<file path="config.mk">
export PLATFORM = sky130hd
export DESIGN_NAME = raid_flash_arbiter
export DESIGN_NICKNAME = d
export VERILOG_FILES = /design/src/rtl/raid_flash_arbiter.sv
export SDC_FILE = /design/constraint.sdc
export NUM_CORES = 1
export LEC_CHECK = 0
export CAP_MARGIN = 20
export CORE_ASPECT_RATIO = 0.8
export CORE_MARGIN = 2
export CORE_UTILIZATION = 45
export DETAILED_ROUTE_END_ITERATION = 16
export PLACE_DENSITY = 0.71
export SYNTH_ARGS = -nofsm -noshare
export SYNTH_HDL_FRONTEND = slang
export SYNTH_SLANG_ARGS = --single-unit
</file>
<file path="constraint.sdc">
create_clock -name clk -period 2 [get_ports clk]
set_clock_uncertainty 0.15 [all_clocks]
set_input_delay 0.6 -clock clk [delete_from_list [all_inputs] [get_ports clk]]
set_output_delay 0.6 -clock clk [all_outputs]
set_load 0.05 [all_outputs]
</file>
<file path="src/rtl/raid_flash_arbiter.sv">
// raid_flash_arbiter
// Owns the shared SPI flash command engine and hands it to one of three
// requesters at a time (main host, secondary host, management port). Applies
// the RAID-1 policy when a grant is issued: writes go to every healthy flash,
// reads go to one healthy flash, and the transaction is refused when neither
// flash is healthy.
//
// Ports:
//   clk, rst_n      system clock, asynchronous active-low reset
//   req[2:0]        level requests: bit0 main host, bit1 secondary, bit2 mgmt
//   req_write[2:0]  per-requester write flag, valid with its req bit
//   sh_lockout      secondary host ineligible while high
//   mf_fault        main flash marked failed
//   sf_fault        secondary flash marked failed
//   eng_done        engine finished the transaction (pulse)
//   gnt[2:0]        one-hot grant, same bit order as req
//   eng_start       start pulse toward the engine
//   eng_abort       abort pulse toward the engine
//   eng_write       granted transaction is a write (held with gnt)
//   eng_sel[1:0]    flash mask, bit0 main, bit1 secondary (held with gnt)
//   timeout         watchdog expiry pulse
//   nodev           transaction refused pulse (no healthy flash)
//   busy            high whenever the arbiter is not idle
module raid_flash_arbiter #(
    parameter int TIMEOUT_CYCLES = 4096,
    parameter int RD_PREF        = 0
) (
    input  logic       clk,
    input  logic       rst_n,
    input  logic [2:0] req,
    input  logic [2:0] req_write,
    input  logic       sh_lockout,
    input  logic       mf_fault,
    input  logic       sf_fault,
    input  logic       eng_done,
    output logic [2:0] gnt,
    output logic       eng_start,
    output logic       eng_abort,
    output logic       eng_write,
    output logic [1:0] eng_sel,
    output logic       timeout,
    output logic       nodev,
    output logic       busy
);

    typedef enum logic [1:0] {
        ST_IDLE    = 2'd0,
        ST_ACTIVE  = 2'd1,
        ST_RELEASE = 2'd2
    } state_t;

    localparam logic [15:0] WD_LAST = 16'(TIMEOUT_CYCLES - 1);

    state_t      r_state;
    logic [15:0] r_wd;
    logic        r_rr_last;
    logic [2:0]  r_gnt;
    logic        r_start;
    logic        r_abort;
    logic        r_write;
    logic [1:0]  r_sel;
    logic        r_timeout;
    logic        r_nodev;

    logic [2:0]  w_elig;
    logic [2:0]  w_win;
    logic [1:0]  w_sel;
    logic        w_gnt_req;

    assign w_elig    = {req[2], req[1] & ~sh_lockout, req[0]};
    // Granted requester still holding its request (host CS_n still low).
    assign w_gnt_req = |(req & r_gnt);

    // Winner selection: management first, then round-robin between hosts
    // where the host that did not win last time takes a tie.
    always_comb begin
        // NOTE: every always_comb output gets a default first so no path
        // leaves it unassigned and infers a latch.
        w_win = 3'b000;
        if (w_elig[2]) begin
            w_win = 3'b100;
        end else if (w_elig[1] && w_elig[0]) begin
            w_win = r_rr_last ? 3'b001 : 3'b010;
        end else if (w_elig[0]) begin
            w_win = 3'b001;
        end else if (w_elig[1]) begin
            w_win = 3'b010;
        end
    end

    // Flash mask for the pending grant; only used when a flash is healthy.
    always_comb begin
        w_sel = 2'b00;
        if (|(req_write & w_win)) begin
            w_sel = {~sf_fault, ~mf_fault};
        end else if (RD_PREF == 0) begin
            w_sel = mf_fault ? 2'b10 : 2'b01;
        end else begin
            w_sel = sf_fault ? 2'b01 : 2'b10;
        end
    end

    always_ff @(posedge clk or negedge rst_n) begin
        if (!rst_n) begin
            r_state   <= ST_IDLE;
            r_wd      <= '0;
            r_rr_last <= 1'b1;
            r_gnt     <= '0;
            r_start   <= 1'b0;
            r_abort   <= 1'b0;
            r_write   <= 1'b0;
            r_sel     <= '0;
            r_timeout <= 1'b0;
            r_nodev   <= 1'b0;
        end else begin
            // NOTE: sequential state uses non-blocking assignments so every
            // register samples the pre-edge values; the pulse defaults below
            // are safely overridden by later assignments in the same block.
            r_start   <= 1'b0;
            r_abort   <= 1'b0;
            r_timeout <= 1'b0;
            r_nodev   <= 1'b0;
            case (r_state)
                ST_IDLE: begin
                    if (|w_elig) begin
                        r_gnt   <= w_win;
                        r_write <= |(req_write & w_win);
                        r_wd    <= '0;
                        if (|w_win[1:0]) begin
                            r_rr_last <= w_win[1];
                        end
                        if (mf_fault && sf_fault) begin
                            r_sel   <= 2'b00;
                            r_nodev <= 1'b1;
                            r_state <= ST_RELEASE;
                        end else begin
                            r_sel   <= w_sel;
                            r_start <= 1'b1;
                            r_state <= ST_ACTIVE;
                        end
                    end
                end
                ST_ACTIVE: begin
                    // eng_done outranks both watchdog expiry and request drop.
                    if (eng_done) begin
                        r_state <= ST_RELEASE;
                    end else if (r_wd == WD_LAST) begin
                        r_timeout <= 1'b1;
                        r_abort   <= 1'b1;
                        r_state   <= ST_RELEASE;
                    end else if (!w_gnt_req) begin
                        r_abort <= 1'b1;
                        r_state <= ST_RELEASE;
                    end else begin
                        r_wd <= r_wd + 16'd1;
                    end
                end
                ST_RELEASE: begin
                    if (!w_gnt_req) begin
                        r_gnt   <= '0;
                        r_write <= 1'b0;
                        r_sel   <= '0;
                        r_wd    <= '0;
                        r_state <= ST_IDLE;
                    end
                end
                default: r_state <= ST_IDLE;
            endcase
        end
    end

    assign gnt       = r_gnt;
    assign eng_start = r_start;
    assign eng_abort = r_abort;
    assign eng_write = r_write;
    assign eng_sel   = r_sel;
    assign timeout   = r_timeout;
    assign nodev     = r_nodev;
    assign busy      = (r_state != ST_IDLE);

endmodule
</file>
==> results.toml, run 1 <==
[run_status]
outcome = "completed"

[global_route]
grt_pass1_vias = 1477
grt_max_degree = 30
grt_use_met1 = 0.369
met3_usage = 0.0587
grt_first_pass_wirelength_mm = 7.10
grt_overflow_total = 0
gr-usage-met2 = 0.363
track_usage = 0.250
antenna_found_initial = 0
busiest_layer = "met1"

[critical_path]
slowest_delay_ns = 0.51
crit_path_end_kind = "flop"
critPathKind = "reg2reg"
worstReg2RegEnd = "r_wd[12]"
reg2reg_setup_slack_ns = 0.05
critPathRequiredTime_ns = 2.06
start_kind = "flop"
critPathMaxFanout = 6
cp_data_arrival_time_ns = 2.01
rr_worst_depth = 6
worstPathCellList = "ha_2 > and4_4 > buf_4 > nand3_1 > or4_1 > a21oi_2"
slowest_stage = "or4_1"
rr_startpoint = "r_wd[0]"

[placement]
io_buffers = 22
dpl-instance-area_mm2 = 0.00203
dp_hpwl_mm = 2.88
gp_congestion = 0.839

[layout]
design_area_mm2 = 0.00222
fin_nets = 219
n_antenna_cell = 0
register_area_um2 = 727
multi_input_comb_area_um2 = 792
final_core_util = 0.708
area_growth_pct = 48.1
drive_above_1_share = 0.367
fillers = 219

[die]
io_pins = 23
rows = 18
fp.dieH_um = 55.6
die-area_mm2 = 0.00381
initial_core_util = 0.478
die_w_um = 68.5
core-area_mm2 = 0.00313

[sta]
post-route-period-util = 0.976
finalWorstPathRequiredPeriod_ns = 1.95
slew_viol_final = 0
rsz0062_at_grt = "true"
relSlewSlack = 0.699
hold_violations = 0
timing.fmax_mhz = 512
setup_violations = 0
holdWs_ns = 0.369
worst_slew_pin_slew_ns = 0.447

[yosys]
synthTopCellsByCount = "28 x dfrtp_1, 14 x nand3_1, 13 x a21oi_1"
synth_seq_area_share = 0.486
synth_nets = 165
ys_warn_count = 0
syn_inst = 152
synth_area_mm2 = 0.00150
synth-edff-count = 0
ys_ff_latch = 29
yosysUniqueCellTypes = 37
synth-async-reset-ratio = 1.00
synth_top_area_frac = 0.468
synth_top_cell_by_area = "dfrtp_1"
synth_most_common_cell = "dfrtp_1"
synthTopCellsByArea = "dfrtp_1 47%, o31ai_1 5.0%, nand3_1 4.7%"
synth-main-ff-cell = "dfrtp_1"
syn_area_per_cell_um2 = 9.84

[clocking]
cts_tree = "yes"
cts.sinks = 29
cts_root_buf = "clkbuf_8"
clk_latency_ns = 0.28
cts_max_level = 2
clockBufferDepth = 2
cts_buffers = 5
cts_hold_buffers = 0
path_clk_slew_ns = 0.06

[route]
drtPass1Iterations = 4
totalWireLength_mm = 4.19
via_count = 1492
vias_per_cell = 6.04
drtAntennaViolNets = 0
routedWlPerCell_um = 17.0
dr.first_iter.drc_count = 157
post-route-drc-count = 0

[min_path]
worstHoldPathType = "reg2reg"
min_delay_path_depth = 1
min_from = "r_wd[4]"
whs_endpoint = "r_wd[4]"

[pwr]
p_leak_nw = 0.990
ir_drop_mv = 0.777
power_density_mw_per_mm2 = 1230

[flow_run]
drv_cap = 0
-- state kept, by name (all words and copies together), names as in the netlist --
register / cells
eng_abort: 1
r_wd: 16
eng_sel: 2
r_state: 2
timeout: 1
r_rr_last: 1
eng_start: 1
eng_write: 1
gnt: 3
nodev: 1
-- worst max-delay path by stage --
stage                        start        to  slack, ns  depth (start not counted)
after global routing       r_wd[0]  r_wd[12]      -0.01                          6
after CTS                 eng_done   r_wd[8]      -0.03                          5
after detailed placement  eng_done   r_wd[6]      -0.65                          6
final                      r_wd[0]  r_wd[12]       0.05                          6
after global placement    eng_done   r_wd[6]      -0.62                          6
after floorplan             req[0]   r_wd[0]      -0.13                          6
-- stage by stage --
step / TNS [ns] / worst slack [ns] / total power [mW] / instances
after floorplan: -2.00 / -0.126 / 1.45 / 152
after global placement: -11.87 / -0.617 / 2.11 / 235
after detailed placement: -12.79 / -0.650 / 2.13 / 235
after CTS: -0.0283 / -0.0283 / 2.71 / 246
after global routing: -0.00987 / -0.00987 / 2.87 / 247
final: 0 / 0.0481 / 2.73 / 247
-- critical path: cells and delay by family, from the launching register on --
kind | cells | cell delay [ns]
DFF | 1 | 0.36
AOI/OAI and AO/OA | 1 | 0.17
and+or+nand+nor | 3 | 0.85
adders and majority gates | 1 | 0.21
buffers and inverters | 1 | 0.15
-- power breakdown --
group          internal, mW  switching [mW]  total, mW
logic                 0.652           0.779       1.43
clock network         0.310           0.216      0.526
registers             0.701          0.0755      0.776
-- routing by layer --
metal / routed length (µm) / share of wire
met2: 2020 / 0.48
met3: 235 / 0.056
met5: 0 / 0
met1: 1880 / 0.45
met4: 52 / 0.012
-- final cells by class --
| class | instances | share of cell area |
|---|---|---|
| clock buffer | 7 | 0.0435 |
| clock inverter | 1 | 0.00226 |
| timing repair buffer | 56 | 0.239 |
| inverter | 4 | 0.00678 |
| tap | 40 | 0.0226 |
| sequential | 29 | 0.328 |
| multi-input combinational | 110 | 0.357 |
-- logic make-up (layout without fill, tap and decap cells) --
family	after synthesis	after routing	synth area share
flip-flops	29	29	0.486
adder cells (fa/ha/maj)	1	1	0.00836
multiplexers	5	5	0.0334
buffers and inverters	14	68	0.0426
AND/OR/NAND/NOR	63	64	0.244
AO/OA/AOI/OAI	40	40	0.186
-- repair_timing --
| action | CTS | global route |
|---|---|---|
| endpoints found under the hold margin | 0 | 0 |
| cloned | 1 | 0 |
| gates resized for setup | 19 | 11 |
| pin swaps | 11 | 4 |
| setup endpoints to repair | 26 | 15 |
| buffers inserted | 3 | 1 |
-- placed cells by master, fill, tap and decap left out, types with 3 or more instances in the layout --
| cell type | count |
|---|---|
| nor2_1 | 6 |
| nand2b_1 | 3 |
| o31ai_1 | 9 |
| buf_12 | 7 |
| nand2_1 | 7 |
| mux2i_1 | 5 |
| clkdlybuf4s50_1 | 7 |
| nand3_1 | 14 |
| a21oi_1 | 9 |
| clkbuf_8 | 7 |
| a21oi_2 | 4 |
| or4_4 | 3 |
| inv_1 | 4 |
| buf_4 | 38 |
| dfrtp_1 | 28 |
| or4_1 | 5 |
| o2111ai_1 | 5 |
| nand4_1 | 5 |
Note: power is estimated with default switching activity, not from simulation.
==> inputs of run 2 (changes only) <==
--- a/config.mk
+++ b/config.mk
@@ -10,7 +10,9 @@
 export CORE_MARGIN = 2
 export CORE_UTILIZATION = 45
 export DETAILED_ROUTE_END_ITERATION = 16
+export GPL_ROUTABILITY_DRIVEN = 1
 export PLACE_DENSITY = 0.71
 export SYNTH_ARGS = -nofsm -noshare
 export SYNTH_HDL_FRONTEND = slang
 export SYNTH_SLANG_ARGS = --single-unit
+export TNS_END_PERCENT = 100
==> results of run 2 <==
Final layout, timing and power as in run 1 (identical DEF).
==> variant 1, RTL diff (settings of run 2) <==
The parameter `RD_PREF` goes from 0 to 1.
--- a/src/rtl/raid_flash_arbiter.sv
+++ b/src/rtl/raid_flash_arbiter.sv
@@ -23,7 +23,7 @@
 //   busy            high whenever the arbiter is not idle
 module raid_flash_arbiter #(
     parameter int TIMEOUT_CYCLES = 4096,
-    parameter int RD_PREF        = 0
+    parameter int RD_PREF        = 1
 ) (
     input  logic       clk,
     input  logic       rst_n,
Function: changed (Yosys sat finds a counterexample within 4 cycles, from zero or initial values and one cycle with rst_n low).
==> variant 1 against run 2 <==
Cell count up 1.6%. Global-route usage down 1.8 points. Final area up 2.3%. Non-clock buffer count down 3. Sequential cell count unchanged. Area after synthesis up 2.4%. Sequential share of layout area down 0.74 points. Total power about the same. Routed wire length up 3.8%. Die area up 2.3%. Utilization up 0.61 points. Critical path depth down 2. Setup slack better by 0.0024 ns.
==> variant 1: results (changes against run 2) <==
Logic synthesis
  • Seq/Total Area, Yosys: 47.4% (-1.2 points)
  • Mapped Nets: 171 (+3.6%)
  • Commonest cells in the netlist: dfrtp_1, nand3_1, a21oi_1
  • Synth cell types: 39 (+5.4%)

Drt
  • Via count: 1527 (+2.3%)
  • Overall routed net length: 4350 µm (+3.8%)
  • TritonRoute pass-1 iters: 5 (+1)

GRT
  • First-pass GRT wire length: 6930 µm (-2.4%)
  • GRT Total Usage: 23.2% (-1.8 points)

Power and ir drop
  • P_int: 1.64 mW (-1.4%)
  • Clk network pwr share: 19.8% (+0.6 points)

Finish
  • Fin nets: 223 (+1.8%)
  • Multi-input gate area: 858 µm² (+8.4%)
  • Area delta synth->final: 47.9%
  • Inverter count: 3 (-1)
  • FILL cells: 223 (+1.8%)
  • Num sequential: 29 (unchanged)
  • Multi-input gates: 118 (+7.3%)
  • NonClk Buf Share: 22.9% (-1.0 points)
  • Bufs w/o clock: 53 (-5.4%)

Worst setup path
  • Reg-to-reg slack, setup: 0.07 ns (+0.02 ns)
  • Critical R2R Launch: r_state[1]
  • Crit path from: r_state[0]

Placed design
  • DPL Wire Length: 2880 µm (about the same)
  • RePlAce Congestion: 0.911 (+8.5%)

Hold path
  • Hold Path Origin: r_wd[3]

Run status
  • Status: finished clean

Timing
  • Worst Tran Pin Value: 0.333 ns (-0.114 ns)
[variant 1: cell types whose count changed in the layout (fill, tap and decap cells not counted), moves of 3 or more]
cell / run 2 / this run
clkbuf_2: 1 / 4
buf_4: 38 / 31
o31ai_1: 9 / 6
o211ai_1: 0 / 3
o2111ai_1: 5 / 2
[variant 1: through the flow]
step	cell area [µm²]	hold WS, ns	std cells	worst slack (ns)	power [mW]
after floorplan	1610	0.154	158	-0.212	1.46
after global placement	2080	0.319	237	-0.619	2.02
after detailed placement	2080	0.356	237	-0.675	2.04
after CTS	2240	0.367	250	0.00376	2.68
after global routing	2270	0.415	251	0.00263	2.86
final	2270	0.381	251	0.0504	2.73
[variant 1: worst max-delay path: stages (launching register included)]
cell	delay, ns
dfrtp_1	0.40
buf_4	0.16
nor2_4	0.12
inv_1	0.05
buf_4	0.18
[variant 1: cell families after synthesis]
logic type,count (synthesis),synth area share (%)
simple gates,72,27.3
compound gates,37,16.6
flops,29,47.4
buf+inv,13,4.00
mux,6,3.92
fa+ha+maj,1,0.816
[variant 1: how the worst max path moves through the flow]
stage                       endpoint  slack [ns]  depth (start not counted)
after global routing        r_wd[11]       0.003                          5
after detailed placement     r_wd[7]       -0.67                          5
final                           busy        0.05                          4
after floorplan           eng_sel[0]       -0.21                          5
after CTS                   r_wd[11]       0.004                          8
after global placement       r_wd[8]       -0.62                          5
[variant 1: per-layer routing]
metal  part of all wire (%)  vias to the layer above  routed length (µm)  GRT usage [%]
li1                       -                      716                   -              -
met1                     46                      740                2020           32.7
met2                     45                       62                1960           33.2
met3                    6.3                        9                 273           6.16
met4                    2.2                        0                  96           10.6
met5                      0                        -                   0              0
==> variant 2, RTL diff (settings of run 2) <==
Without the edit above. Encoding of `state_t`: now one-hot (3 bits for 3 states).
--- a/src/rtl/raid_flash_arbiter.sv
+++ b/src/rtl/raid_flash_arbiter.sv
@@ -43,10 +43,10 @@
     output logic       busy
 );
 
-    typedef enum logic [1:0] {
-        ST_IDLE    = 2'd0,
-        ST_ACTIVE  = 2'd1,
-        ST_RELEASE = 2'd2
+    typedef enum logic [2:0] {
+        ST_IDLE    = 3'b001,
+        ST_ACTIVE  = 3'b010,
+        ST_RELEASE = 3'b100
     } state_t;
 
     localparam logic [15:0] WD_LAST = 16'(TIMEOUT_CYCLES - 1);
Check against the original RTL: same outputs for any inputs over 10 cycles, from zero or initial values and one cycle with rst_n low; not proved beyond that.
==> variant 2 against run 2 <==
The run now ends with setup timing left. Final area rose by 35%. Clock power is 20% higher. Total power up 45%. Area after synthesis is 7.6% higher. Routed wire length rose by 77%. Setup slack got worse by 0.38 ns. Sequential cell count up 1. Via count increased by 39%. Largest power group unchanged. Non-clock buffer count rose by 45.
==> variant 2: results (changes against run 2) <==
Run status
  • Status: finished, violations left
  • Failing checks: setup timing

Placed design
  • DPL Wire Length: 3810 µm (+32%)
  • RePlAce Congestion: 0.942 (+12%)

Finish
  • Fin nets: 288 (+32%)
  • Share of layout cells above drive strength 1: 55.1% (+18 points)
  • Antenna Cells: 0 (unchanged)
  • FILL cells: 171 (-22%)

Timing
  • Slew margin rel.: 72.3% (+2.4 points)
  • Setup WS post-layout: -0.335 ns (-0.383 ns)
  • Setup TNS: -4.79 ns (-4.79 ns)
  • Final-report setup violation count: 26 (+26)

Worst setup path
  • Slowest cell delay on critical path: 0.53 ns (+0.02 ns)
  • Reg-to-Reg End: r_wd[11]
  • Critical R2R Launch: gnt[0]
  • Reg-to-reg slack, setup: -0.33 ns (-0.38 ns)
  • Max Fanout on Critical Path: 5 (-1)
  • Worst Path Arrival: 2.39 ns (+0.38 ns)
  • Crit path max-delay cell type: or4b_1

Drt
  • DR WL met3: 715 µm (+200%)
  • Initial drt markers: 276 (+76%)
  • Avg Vias per Cell: 6.54 (+8.2%)
  • Routed WL per cell: 23.3 µm (+38%)
  • TritonRoute pass-1 iters: 8 (+4)
  • Routed length on met2: 3350 µm (+66%)
  • WL met1: 2960 µm (+57%)

GRT
  • Vias in the first global route: 1944 (+32%)
  • GRT Total Usage: 32.7% (+7.7 points)
  • Maximum number of pins on one net before global-route repair: 31 (+3.3%)
  • First-pass GRT wire length: 10000 µm (+41%)

Power and ir drop
  • Worst VDD drop: 0.00130 V (+67%)
  • Leakage: 1.35 nW (+36%)
  • Net Sw Power: 1.68 mW (+57%)

Logic synthesis
  • Top cells by area, synth: dfrtp_1, nand2_1, a21oi_1, dfstp_2, nand3_1
  • Commonest cells in the netlist: dfrtp_1, nand2_1, nor2_1
  • Synth cell types: 46 (+24%)
  • Mapped Nets: 184 (+12%)
  • Seq/Total Area, Yosys: 46.8% (-1.8 points)

Clocking
  • Max clock buf depth: 2 (unchanged)
  • Worst-Skew Late Latency: 0.30 ns (+0.02 ns)
## variant 2: cell families after synthesis
family	synth area share [%]
and+or+nand+nor	29.2
AOI/OAI and AO/OA	17.0
DFF	46.8
buffers and inverters	3.34
xor gates and xnor gates	1.63
muxes	1.24
adders and majority gates	0.777
## variant 2: power by group through the flow
stage | clock network (mW) | logic, mW | registers (mW)
after detailed placement | 0 | 1.75 | 0.857
after CTS | 0.620 | 2.07 | 0.863
final | 0.630 | 2.44 | 0.881
after global placement | 0 | 1.72 | 0.848
after global routing | 0.653 | 2.51 | 0.886
after floorplan | 0 | 0.617 | 1.09
## variant 2: area by class of cell
type,instances,area share (%)
sequential,30,25.2
multi-input combinational,133,37.3
tap,42,1.76
timing repair buffer,101,31.5
clock inverter,3,1.34
clock buffer,5,2.30
inverter,4,0.585
## variant 2: through the flow
stage	hold WS, ns	worst slack [ns]	area, µm²	cells
2_1_floorplan	0.154	-0.369	1650	171
3_3_place_gp	0.309	-0.737	2370	291
3_5_place_dp	0.340	-0.880	2370	291
4_1_cts	0.352	-0.179	2770	312
5_1_grt	0.367	-0.386	2990	318
6_report	0.355	-0.335	2990	318
## variant 2: how the worst min path moves through the flow
stage,startpoint,slack (ns),cells past startpoint,to
2_1_floorplan,rst_n,0.15,0,eng_abort
3_3_place_gp,r_rr_last,0.31,2,r_rr_last
3_5_place_dp,r_rr_last,0.34,2,r_rr_last
4_1_cts,r_rr_last,0.35,2,r_rr_last
5_1_grt,r_rr_last,0.37,2,r_rr_last
6_report,r_rr_last,0.36,2,r_rr_last
## variant 2: tightest hold or removal path: cells and delay by family, from the launching register on
kind,cells,cell delay (ns)
flip-flops,1,0.38
AND/OR/NAND/NOR,2,0.12
## variant 2: layer usage
metal | up-vias | global-route usage (%)
met4 | 0 | 19.1
met1 | 1010 | 42.6
li1 | 858 | -
met5 | - | 0
met3 | 49 | 9.01
met2 | 162 | 49.1
## variant 2: repair_timing
item                       CTS  global route
gates cloned                 1             0
pin swaps                   22            16
setup buffers               13             6
resized for setup           57            37
setup endpoints to repair   28            28
